<file path="src/rtl/osc_clk_monitor.sv">
// Oscillator health monitor: counts rising edges of an asynchronous oscillator
// over a fixed CLK window and flags windows whose count leaves the programmed band.

module osc_clk_monitor #(
  parameter int WIN_CYCLES   = 50000,
  parameter int CNT_W        = 16,
  parameter int MIN_EDGES    = 900,
  parameter int MAX_EDGES    = 1100,
  parameter int FAIL_WINDOWS = 2
) (
  input  logic             CLK,
  input  logic             RESETN,
  input  logic             OSC_IN,
  input  logic             EN,
  input  logic             FAIL_CLR,
  output logic [CNT_W-1:0] EDGE_COUNT,
  output logic             COUNT_VALID,
  output logic             OSC_OK,
  output logic             OSC_FAIL
);

  localparam int               WIN_W    = 24;
  localparam logic [WIN_W-1:0] WIN_LAST = WIN_W'(WIN_CYCLES - 1);
  localparam logic [WIN_W-1:0] WIN_ZERO = 24'd0;
  localparam logic [WIN_W-1:0] WIN_ONE  = 24'd1;
  localparam logic [CNT_W-1:0] CNT_ZERO = {CNT_W{1'b0}};
  localparam logic [CNT_W-1:0] CNT_MAX  = {CNT_W{1'b1}};
  localparam logic [CNT_W-1:0] CNT_ONE  = {{(CNT_W-1){1'b0}}, 1'b1};
  localparam logic [31:0]      MIN_U    = 32'(MIN_EDGES);
  localparam logic [31:0]      MAX_U    = 32'(MAX_EDGES);
  localparam logic [3:0]       FAIL_LIM = 4'(FAIL_WINDOWS);

  typedef enum logic [1:0] {
    ST_IDLE = 2'd0,
    ST_MEAS = 2'd1,
    ST_EVAL = 2'd2
  } state_t;

  state_t           state_r;
  logic             sync1_r;
  logic             sync2_r;
  logic             sync3_r;
  logic [WIN_W-1:0] win_cnt_r;
  logic [CNT_W-1:0] edge_cnt_r;
  logic [3:0]       bad_cnt_r;

  logic             rise_s;
  logic [CNT_W-1:0] edge_inc_s;
  logic             in_band_s;
  logic [3:0]       bad_next_s;
  logic             fail_set_s;

  // The counter sticks at all-ones so an overspeed oscillator can never wrap back into band.
  function automatic logic [CNT_W-1:0] sat_inc(input logic [CNT_W-1:0] v);
    if (v == CNT_MAX) begin
      sat_inc = v;
    end else begin
      sat_inc = v + CNT_ONE;
    end
  endfunction

  function automatic logic band_check(input logic [CNT_W-1:0] v);
    logic [31:0] w;
    w = 32'(v);
    band_check = (w >= MIN_U) && (w <= MAX_U);
  endfunction

  // Edge detect, saturating increments and the failure decision for the EVAL cycle.
  always_comb begin
    rise_s     = sync2_r & ~sync3_r;
    edge_inc_s = sat_inc(edge_cnt_r);
    in_band_s  = band_check(edge_cnt_r);
    if (bad_cnt_r >= FAIL_LIM) begin
      bad_next_s = FAIL_LIM;
    end else begin
      bad_next_s = bad_cnt_r + 4'd1;
    end
    if ((state_r == ST_EVAL) && !in_band_s && (bad_next_s == FAIL_LIM)) begin
      fail_set_s = 1'b1;
    end else begin
      fail_set_s = 1'b0;
    end
  end

  // Synchronizer, window FSM, edge counter and registered status outputs.
  always_ff @(posedge CLK) begin
    if (!RESETN) begin
      state_r     <= ST_IDLE;
      sync1_r     <= 1'b0;
      sync2_r     <= 1'b0;
      sync3_r     <= 1'b0;
      win_cnt_r   <= WIN_ZERO;
      edge_cnt_r  <= CNT_ZERO;
      bad_cnt_r   <= 4'd0;
      EDGE_COUNT  <= CNT_ZERO;
      COUNT_VALID <= 1'b0;
      OSC_OK      <= 1'b0;
      OSC_FAIL    <= 1'b0;
    end else begin
      sync1_r     <= OSC_IN;
      sync2_r     <= sync1_r;
      sync3_r     <= sync2_r;
      COUNT_VALID <= 1'b0;

      case (state_r)
        ST_IDLE: begin
          win_cnt_r  <= WIN_ZERO;
          edge_cnt_r <= CNT_ZERO;
          if (EN) begin
            state_r <= ST_MEAS;
          end
        end

        ST_MEAS: begin
          if (!EN) begin
            // Partial window is discarded; status outputs keep their last values.
            state_r    <= ST_IDLE;
            win_cnt_r  <= WIN_ZERO;
            edge_cnt_r <= CNT_ZERO;
          end else begin
            if (rise_s) begin
              edge_cnt_r <= edge_inc_s;
            end
            if (win_cnt_r == WIN_LAST) begin
              state_r   <= ST_EVAL;
              win_cnt_r <= WIN_ZERO;
            end else begin
              win_cnt_r <= win_cnt_r + WIN_ONE;
            end
          end
        end

        ST_EVAL: begin
          EDGE_COUNT  <= edge_cnt_r;
          COUNT_VALID <= 1'b1;
          win_cnt_r   <= WIN_ZERO;
          if (in_band_s) begin
            bad_cnt_r <= 4'd0;
            OSC_OK    <= 1'b1;
          end else begin
            bad_cnt_r <= bad_next_s;
            if (bad_next_s == FAIL_LIM) begin
              OSC_OK <= 1'b0;
            end
          end
          // An edge arriving during EVAL belongs to the next window.
          if (EN) begin
            state_r    <= ST_MEAS;
            edge_cnt_r <= rise_s ? CNT_ONE : CNT_ZERO;
          end else begin
            state_r    <= ST_IDLE;
            edge_cnt_r <= CNT_ZERO;
          end
        end

        default: begin
          state_r    <= ST_IDLE;
          win_cnt_r  <= WIN_ZERO;
          edge_cnt_r <= CNT_ZERO;
        end
      endcase

      // A failing evaluation beats a simultaneous clear request.
      if (fail_set_s) begin
        OSC_FAIL <= 1'b1;
      end else if (FAIL_CLR) begin
        OSC_FAIL <= 1'b0;
      end
    end
  end

  osc_clk_monitor_chk #(
    .FAIL_WINDOWS(FAIL_WINDOWS)
  ) u_chk (
    .CLK        (CLK),
    .RESETN     (RESETN),
    .COUNT_VALID(COUNT_VALID),
    .state      (state_r),
    .bad_cnt    (bad_cnt_r)
  );

endmodule

// Structural properties of the monitor: single-cycle result pulse, bounded
// bad-window counter and no unreachable state encoding.
module osc_clk_monitor_chk #(
  parameter int FAIL_WINDOWS = 2
) (
  input logic       CLK,
  input logic       RESETN,
  input logic       COUNT_VALID,
  input logic [1:0] state,
  input logic [3:0] bad_cnt
);

  a_cv_pulse: assert property (@(posedge CLK) disable iff (!RESETN)
    COUNT_VALID |=> !COUNT_VALID);

  a_bad_bound: assert property (@(posedge CLK) disable iff (!RESETN)
    bad_cnt <= 4'(FAIL_WINDOWS));

  a_state_legal: assert property (@(posedge CLK) disable iff (!RESETN)
    state != 2'd3);

endmodule

</file>
<file path="config.mk">
export PLATFORM = sky130hd
export DESIGN_NAME = osc_clk_monitor
export DESIGN_NICKNAME = d
export VERILOG_FILES = /design/src/rtl/osc_clk_monitor.sv
export SDC_FILE = /design/constraint.sdc
export NUM_CORES = 1
export LEC_CHECK = 0
export ABC_CLOCK_PERIOD_IN_PS = 1700
export CAP_MARGIN = 10
export CORE_AREA = 2 2 83 85
export CTS_CLUSTER_SIZE = 28
export DETAILED_ROUTE_END_ITERATION = 7
export DIE_AREA = 0 0 85 87
export PLACE_DENSITY = 0.81
export REMOVE_ABC_BUFFERS = 1
export SYNTH_ARGS = -nofsm -noshare
export SYNTH_HDL_FRONTEND = slang
export SYNTH_HIERARCHICAL = 1
export SYNTH_SLANG_ARGS = --single-unit
</file>
<file path="constraint.sdc">
create_clock -name CLK -period 1.7 [get_ports CLK]
set_input_delay 0.34 -clock CLK [delete_from_list [all_inputs] [get_ports CLK]]
set_output_delay 0.34 -clock CLK [all_outputs]
set_load 0.005 [all_outputs]
</file>
==> reports/results.tsv <==
stage	metric	value	unit
power	p_clk_frac	0.435	
yosys	synthTopCellsByArea	dfxtp_1 43%, nor2_1 7.0%, mux2i_1 5.4%	
grt	grt_pass1_vias	2712	
clock_network	cts_hold_buf	0	
timing	hold_violations	0	
critical_path	endpoint_kind	flop	
layout	area_delta_synth_final	32.21	%
floorplan	pin_count	24	
critical_path	critPathArrivalTime	1.98	ns
power	comb_power_share	0.085	
layout	fin_nets	442	
timing	whs	0.4349	ns
power	leakage	1.551	nW
yosys	synthFlopType	dfxtp_1	
drt	drtIter0Drc	291	
clock_network	clock_latency	0.35	ns
timing	slew_headroom	0.7142	
floorplan	placementRows	30	
drt	num_vias	2861	
power	finalPower	3.361	mW
timing	tightest_slew	0.4255	ns
floorplan	initial_utilization	0.4802	
grt	grt_pass1_wl	12170	um
job	drv_cap	0	
critical_path	crit_fanout	4	
floorplan	die_h	87	um
power	swShare	0.2246	
placed_design	routabilityCongestion	0.8629	
critical_path	cp-start-kind	flop	
timing	period_minus_slack	1.692	ns
timing	finClkSkew	0.008073	ns
placed_design	dp_hpwl	4993	um
grt	grt_max_degree	25	
clock_network	cts_buffers	9	
timing	period_share	0.9955	
power	internal_power	2.606	mW
yosys	synth_seq_cells	68	
timing	fmax	0.5909	GHz
yosys	synth_top_cell_by_area	dfxtp_1	
layout	diodes	0	
drt	antenna_left	0	
floorplan	die_x	85	um
yosys	synth_cell_types	51	
drt	routed_via_density	5.577	
critical_path	crit_type	flop to flop	
min_path	hp-class	flop to flop	
yosys	synth_seq_area_share	0.4316	
power	p_seq_frac	0.480	
drt	wl_per_cell	14.91	um
placed_design	port_buffers	23	
timing	rsz0062_at_grt	true	
outcome	outcome	finished clean	
clock_network	path_clk_slew	0.07	ns
layout	nFillCells	506	
power	peakVddDrop	0.4909	mV
timing	setup_viol	0	
placed_design	dp_cells	488	
grt	grt-ovfl-total	0	
layout	multiInputGateArea	0.001800	sq mm
layout	register_area	0.001370	sq mm
critical_path	critical_path.max_stage_delay	0.46	ns
grt	track_usage	0.2066	
drt	dr.pass1.iters	5	
drt	drc_errors	0	
clock_network	cts.sinks	68	
critical_path	crit_required	1.99	ns
yosys	synth_top_area_frac	0.4316	
clock_network	root_buffer	clkbuf_8	
yosys	synthArstFlopShare	0	
clock_network	ctsHtreeMaxLevel	3	
yosys	syn_avg_cell_area	8.885	sq um
layout	final_cells	513	
critical_path	cp_slowest_cell	or4_1	
layout	drive_gt1_frac	0.2679	
floorplan	die_area	0.007395	sq mm
timing	slew_violations	0	
yosys	synthCells	355	
yosys	netlist_area	0.003154	sq mm
clock_network	cts_tree	yes	
floorplan	core-area	0.006569	sq mm
critical_path	cp_cell_sequence	inv_2, ha_4, and3_4, and2_4, o21ai_4, or4_1, o21ai_1	
yosys	synth_edf_count	0	
clock_network	clock_path_buffers	2	
power	powerDensity	806.0	mW/mm^2
grt	antenna_found_initial	0	
power	p_sw	0.7549	mW
yosys	yosysWarnings	6	
drt	drt_wl_total	7651	um
-- worst paths after layout --
kind                   start            end  slack [ns]  cells after the start
hold / removal       sync1_r        sync2_r        0.43                      1
setup reg to reg  state_r[0]  edge_cnt_r[9]       0.008                      7
setup / recovery  state_r[0]  edge_cnt_r[9]       0.008                      7
hold reg to reg      sync1_r        sync2_r        0.43                      1
-- registers in the layout, indices dropped and copies added (netlist names) --
register / flops
COUNT_VALID: 1
EDGE_COUNT: 16
OSC_FAIL: 1
OSC_OK: 1
bad_cnt_r: 4
edge_cnt_r: 16
state_r: 2
sync1_r: 1
sync2_r: 1
sync3_r: 1
win_cnt_r: 24
-- stage by stage --
stage               TNS (ns)  cell area (sq um)  worst slack (ns)    util
floorplan             -1.803               3079           -0.1957       -
global placement      -3.717               3747           -0.1882  0.5705
detailed placement    -4.605               3747           -0.2344  0.5705
CTS                        0               4013          0.001968  0.6109
global route         -0.5689               4170          -0.06873  0.6349
finish                     0               4170          0.007646  0.6349
-- cells in the mapped netlist (3+ instances only) --
library cell / n
dfxtp_1: 68
nor2_1: 59
nand2_1: 26
nand3_1: 21
mux2i_1: 17
o21ai_0: 12
xnor2_1: 11
xor2_1: 11
a21oi_1: 10
and3_1: 10
inv_1: 10
nand4_1: 10
ha_1: 9
and2_1: 6
buf_2: 6
clkbuf_1: 6
o221a_2: 6
nor3_1: 5
a211oi_1: 4
or2_2: 4
buf_4: 3
nand3b_1: 3
nor4_1: 3
-- power by group through the flow --
stage	registers, mW	logic, mW	clock network, mW
floorplan	1.65	0.0932	0
global placement	1.65	0.210	0
detailed placement	1.65	0.219	0
CTS	1.61	0.240	1.49
global route	1.61	0.304	1.56
finish	1.61	0.287	1.46
-- placed cells by master (no fill, tap or decap), drive strengths merged, types with 2 or more instances in the layout --
master / n
a31oi: 2
nand3b: 3
o31ai: 2
a21oi: 10
xor2: 11
nor3: 6
nand4: 12
nor2: 60
and3: 10
nand3: 21
mux2i: 17
a211oi: 4
clkbuf: 11
o221a: 7
buf: 53
xnor2: 11
and2: 8
o21ai: 13
or4: 2
ha: 9
or2: 5
nor4b: 2
dfxtp: 68
bufinv: 2
nor4: 4
or3: 2
nand2: 26
inv: 10
clkdlybuf4s50: 23
and4: 3
clkinv: 4
-- critical path: cells and delay by family (launching register included) --
family                   cells  cell delay (ns)
buffers and inverters        1             0.05
adder cells (fa/ha/maj)      1             0.27
AND/OR/NAND/NOR              3             0.82
AO/OA/AOI/OAI                2             0.14
flip-flops                   1             0.35
-- cell type report --
type,count,area share
repair buffers,76,0.1533
multi-input cells,262,0.4317
inverters,11,0.01050
clock buffers,11,0.03390
clock inverters,5,0.01800
well taps,80,0.02400
flip-flops and latches,68,0.3285
-- what timing repair did --
action	CTS	global route
pin swaps	1	8
setup endpoints to repair	16	46
buffers inserted	2	5
hold endpoints to repair	0	0
resized for setup	12	29
gates cloned	0	2
-- logic make-up (layout without fill, tap and decap cells) --
logic type      Yosys count  in the layout  synth area share
simple gates            168            169            0.2789
mux                      17             17           0.05395
xor+xnor                 22             22           0.06109
fa+ha+maj                 9              9           0.03570
flops                    68             68            0.4316
buf+inv                  26            103           0.03689
compound gates           45             45            0.1019
-- routing by layer --
metal / global-route usage / vias up / share of wire
li1: - / 1393 / -
met1: 0.2436 / 1353 / 0.42
met2: 0.3544 / 93 / 0.50
met3: 0.05782 / 22 / 0.052
met4: 0.08514 / 0 / 0.024
met5: 0 / - / 0
No activity file was read; power rests on OpenSTA's default activity.
